===== src/rtl/pattern_seq_detector.sv =====
// Serial bit-pattern detector with a runtime-loadable pattern of 1..MAX_LEN bits,
// overlapping/non-overlapping modes, a registered match pulse and a saturating hit counter.
module pattern_seq_detector #(
    parameter int                 MAX_LEN       = 8,
    parameter int                 CNT_W         = 16,
    parameter logic [MAX_LEN-1:0] RESET_PATTERN = MAX_LEN'(8'b0010_1010),
    parameter int                 RESET_LEN     = 6,
    localparam int                LEN_W         = $clog2(MAX_LEN + 1)
) (
    input  logic               clk,
    input  logic               reset,
    input  logic               in_valid,
    input  logic               x,
    input  logic               cfg_load,
    input  logic [MAX_LEN-1:0] cfg_pattern,
    input  logic [LEN_W-1:0]   cfg_len,
    input  logic               cfg_overlap,
    input  logic               clr_count,
    output logic               match,
    output logic [CNT_W-1:0]   match_count,
    output logic               cfg_err
);

    // in_valid qualifies x with no back-pressure: a bit is consumed on every
    // rising edge where in_valid=1 (unless cfg_load or cfg_err blocks it).

    logic [MAX_LEN-1:0] pattern_q, pattern_d;
    logic [LEN_W-1:0]   len_q, len_d;
    logic               overlap_q, overlap_d;
    logic [MAX_LEN-1:0] hist_q, hist_d;
    logic [LEN_W-1:0]   fill_q, fill_d;
    logic               match_q, match_d;
    logic [CNT_W-1:0]   count_q, count_d;
    logic               cfg_err_q, cfg_err_d;

    logic [MAX_LEN-1:0] h_next;
    logic [MAX_LEN-1:0] len_mask;
    logic [LEN_W-1:0]   fill_inc;
    logic               hit;
    logic               len_legal;

    always_comb begin
        pattern_d = pattern_q;
        len_d     = len_q;
        overlap_d = overlap_q;
        hist_d    = hist_q;
        fill_d    = fill_q;
        match_d   = 1'b0;
        count_d   = count_q;
        cfg_err_d = cfg_err_q;

        h_next    = {hist_q[MAX_LEN-2:0], x};
        fill_inc  = (fill_q >= len_q) ? len_q : fill_q + LEN_W'(1);
        // For len == MAX_LEN the shift wraps to zero and the subtraction yields all ones.
        len_mask  = ({{(MAX_LEN-1){1'b0}}, 1'b1} << len_q) - {{(MAX_LEN-1){1'b0}}, 1'b1};
        hit       = (fill_inc == len_q) && (((h_next ^ pattern_q) & len_mask) == '0);
        len_legal = (cfg_len != '0) && (cfg_len <= LEN_W'(MAX_LEN));

        if (cfg_load) begin
            pattern_d = cfg_pattern;
            len_d     = cfg_len;
            overlap_d = cfg_overlap;
            hist_d    = '0;
            fill_d    = '0;
            cfg_err_d = !len_legal;
        end else if (in_valid && !cfg_err_q) begin
            hist_d  = h_next;
            fill_d  = (hit && !overlap_q) ? '0 : fill_inc;
            match_d = hit;
        end

        if (clr_count) begin
            count_d = '0;
        end else if (match_d && (count_q != '1)) begin
            count_d = count_q + CNT_W'(1);
        end
    end

    always_ff @(posedge clk) begin
        if (reset) begin
            pattern_q <= RESET_PATTERN;
            len_q     <= LEN_W'(RESET_LEN);
            overlap_q <= 1'b1;
            hist_q    <= '0;
            fill_q    <= '0;
            match_q   <= 1'b0;
            count_q   <= '0;
            cfg_err_q <= 1'b0;
        end else begin
            pattern_q <= pattern_d;
            len_q     <= len_d;
            overlap_q <= overlap_d;
            hist_q    <= hist_d;
            fill_q    <= fill_d;
            match_q   <= match_d;
            count_q   <= count_d;
            cfg_err_q <= cfg_err_d;
        end
    end

    assign match       = match_q;
    assign match_count = count_q;
    assign cfg_err     = cfg_err_q;

endmodule


===== config.mk =====
export PLATFORM = sky130hd
export DESIGN_NAME = pattern_seq_detector
export DESIGN_NICKNAME = d
export VERILOG_FILES = /design/src/rtl/pattern_seq_detector.sv
export SDC_FILE = /design/constraint.sdc
export NUM_CORES = 1
export LEC_CHECK = 0
export ABC_AREA = 1
export CAP_MARGIN = 10
export CORE_UTILIZATION = 55
export CTS_CLUSTER_DIAMETER = 40
export CTS_CLUSTER_SIZE = 25
export DETAILED_ROUTE_END_ITERATION = 10
export PLACE_DENSITY = 0.93
export SYNTH_ARGS = -nofsm -noshare
export SYNTH_HDL_FRONTEND = slang
export SYNTH_SLANG_ARGS = --single-unit

===== constraint.sdc =====
create_clock -name clk -period 4.55 [get_ports clk]
set_input_delay 0.6825 -clock clk [delete_from_list [all_inputs] [get_ports clk]]
set_output_delay 0.6825 -clock clk [all_outputs]
set_load 0.1 [all_outputs]

==> flow_metrics.env <==
export IMPL_synth_top_cell_area_share_pct=34.4
export IMPL_maxCapViolCount=0
export IMPL_initial_core_util_pct=59.0
export IMPL_core_area_mm2=0.00414
export IMPL_wl_met2_mm=2.68
export IMPL_hold_violations=0
export IMPL_postRouteAntennaNets=0
export IMPL_rr_worst_depth=13
export IMPL_startpoint="match_count[7]"
export IMPL_clock_insertion_delay_worst_skew_ns=0.30
export IMPL_antenna_found_initial=0
export IMPL_p_clk_share_pct=33.7
export IMPL_syn_nets=377
export IMPL_switching_share_pct=27.4
export IMPL_grt_pass1_vias=2135
export IMPL_drt_met1_wl_mm=2.64
export IMPL_dieArea_mm2=0.00472
export IMPL_die_w_um=68.7
export IMPL_drt_total_wl_mm=5.83
export IMPL_vias=2447
export IMPL_port_buffers=36
export IMPL_syn_area_per_cell_um2=6.97
export IMPL_met3_wirelength_um=427
export IMPL_cts_max_level=2
export IMPL_ys_warn_count=0
export IMPL_yosysMostFrequentCell="nand2_1"
export IMPL_cts_setup_buffers=0
export IMPL_syn_inst=351
export IMPL_synth_common_cells="nand2_1, dfxtp_1, inv_1"
export IMPL_ir_worst_vdd_v=0.000208
export IMPL_cts_made_buffers=5
export IMPL_top_layer_used="met4"
export IMPL_overflow=0
export IMPL_post_cts_resized=0
export IMPL_crit_chain="clkdlybuf4s50_1"
export IMPL_yosys_top_cells_area="dfxtp_1, nand2_1, nand4_1, a21oi_1, inv_1"
export IMPL_critPathLaunchType="flip-flop"
export IMPL_die_y_um=68.7
export IMPL_syn_area_mm2=0.00245
export IMPL_synth_main_ff_cell="dfxtp_1"
export IMPL_diodes=0
export IMPL_worstHoldStart="overlap_q"
export IMPL_min_period_ns=2.66
export IMPL_synth_area_leader_cell="dfxtp_1"
export IMPL_crit_arrival_ns=1.98
export IMPL_path_buf_inv=1
export IMPL_drive_gt1_share_pct=5.70
export IMPL_synth_distinct_cells=30
export IMPL_root_buffer="clkbuf_8"
export IMPL_status="finished, final reports clean"
export IMPL_cellLeakagePower_nw=1.23
export IMPL_drt_pre_antenna_iters=5
export IMPL_layout_nets=411
export IMPL_setup_viol=0
export IMPL_max_clock_freq_ghz=0.376
export IMPL_grt_max_degree=21
export IMPL_final_util_pct=70.3
export IMPL_crit_path_end_kind="primary output"
export IMPL_nFillCells=323
export IMPL_cts_tree="built"
export IMPL_via_per_inst=5.61
export IMPL_crit_fanout=7
export IMPL_p_comb_share_pct=13.9
export IMPL_clock_skew_final_ns=0.00467
export IMPL_grt_pass1_wl_mm=9.52
export IMPL_synth_edf_count=0
export IMPL_gp_congestion=0.918
export IMPL_place_hpwl_mm=4.22
export IMPL_critical_path_top_delay_family="buffers and inverters"
export IMPL_synth_seq_cells=42
export IMPL_rsz0062_at_grt="no"
export IMPL_final_max_slew_violation_count=0
export IMPL_p_sw_mw=0.204
export IMPL_cts_sinks=42
export IMPL_rows=23
export IMPL_io_pins=37
export IMPL_cp_depth=1
export IMPL_async_reset_ff_share_pct=0
export IMPL_clockBufferDepth=2
export IMPL_yosysSeqAreaShare_pct=34.4
export IMPL_max_slew_worst_pin_slew_ns=0.973
export IMPL_routedWlPerCell_um=13.4
export IMPL_p_int_mw=0.542
export IMPL_pwr_share_seq_pct=52.4
export IMPL_crit_required_ns=3.87
export IMPL_drcViolationCount=0
export IMPL_drt_iter0_drc=264
export IMPL_power_density_mw_per_mm2=256
export IMPL_r2r_start="len_q[2]"
export IMPL_clkTransAtPathRegs_ns=0.08
export IMPL_fin_crit_sh_pct=58.5
export IMPL_grt_total_usage_pct=27.0
export IMPL_cp_slowest_cell="clkdlybuf4s50_1"
export IMPL_area_delta_synth_final_pct=19.1
export IMPL_setup_tns_final_ns=0
export IMPL_holdBufCountCts=0
export IMPL_worst_path_largest_cell_delay_ns=1.19
export IMPL_whs_path_depth=2
export IMPL_relSlewSlack_pct=34.9
export IMPL_hp_class="flip-flop to flip-flop"
export IMPL_critical_path_class="flip-flop to primary output"
==> cells by family (layout without fill, tap and decap cells) <==
family	after synthesis	count (layout)	synth area share (%)
flip-flops	42	42	34.4
XOR/XNOR	20	20	7.16
adder cells (fa/ha/maj)	7	7	3.58
AND/OR/NAND/NOR	171	171	32.8
AO/OA/AOI/OAI	61	61	13.7
buffers and inverters	50	85	8.39
==> layer usage <==
layer	GRT usage [%]	vias to the layer above
li1	-	1239
met4	9.18	0
met2	44.0	97
met3	5.76	7
met1	35.4	1104
met5	0	-
==> through the flow <==
stage | total power [mW] | setup WS, ns | instances | hold WS (ns) | area (um^2)
detailed placement | 0.502 | 1.79 | 428 | 0.476 | 2820
global placement | 0.497 | 1.87 | 428 | 0.458 | 2820
global route | 0.778 | 1.75 | 436 | 0.510 | 2910
CTS | 0.750 | 1.89 | 436 | 0.488 | 2910
floorplan | 0.466 | 1.87 | 351 | 0.436 | 2450
finish | 0.747 | 1.89 | 436 | 0.483 | 2910
==> placed cells by master, fill, tap and decap left out, types with 11 or more instances in the layout <==
master,instances
nand2_1,74
dfxtp_1,42
inv_1,37
clkdlybuf4s50_1,36
nor2_1,35
a21oi_1,31
nand4_1,25
o21ai_0,23
nand3_1,20
xor2_1,11
==> cell type report <==
cell class              instances  area [um^2]  share of cell area [%]
inverters                      40          150                    5.15
well taps                      50         62.6                    2.15
clock buffers                   7         86.3                    2.96
clock inverters                 1         5.00                   0.172
multi-input cells             259         1400                    48.1
flip-flops and latches         42          841                    28.9
repair buffers                 37          368                    12.6
==> state kept, by name (all words and copies together), names as in the netlist <==
signal,count
fill_q,4
hist_q,7
pattern_q,8
match_count,16
cfg_err,1
overlap_q,1
len_q,4
match,1
==> final timing paths <==
path                                         to  slack [ns]
worst min register to register        overlap_q        0.48
worst max-delay path             match_count[7]        1.89
worst min-delay path                  overlap_q        0.48
worst max register to register  match_count[13]        1.96
==> power by group through the flow <==
stage / combinational, mW / clock (mW) / sequential (mW)
2_1_floorplan: 0.0649 / 0 / 0.401
3_3_place_gp: 0.0982 / 0 / 0.399
3_5_place_dp: 0.103 / 0 / 0.399
4_1_cts: 0.103 / 0.256 / 0.391
5_1_grt: 0.116 / 0.269 / 0.393
6_report: 0.104 / 0.252 / 0.391
Power figures use the tool's default switching activity.
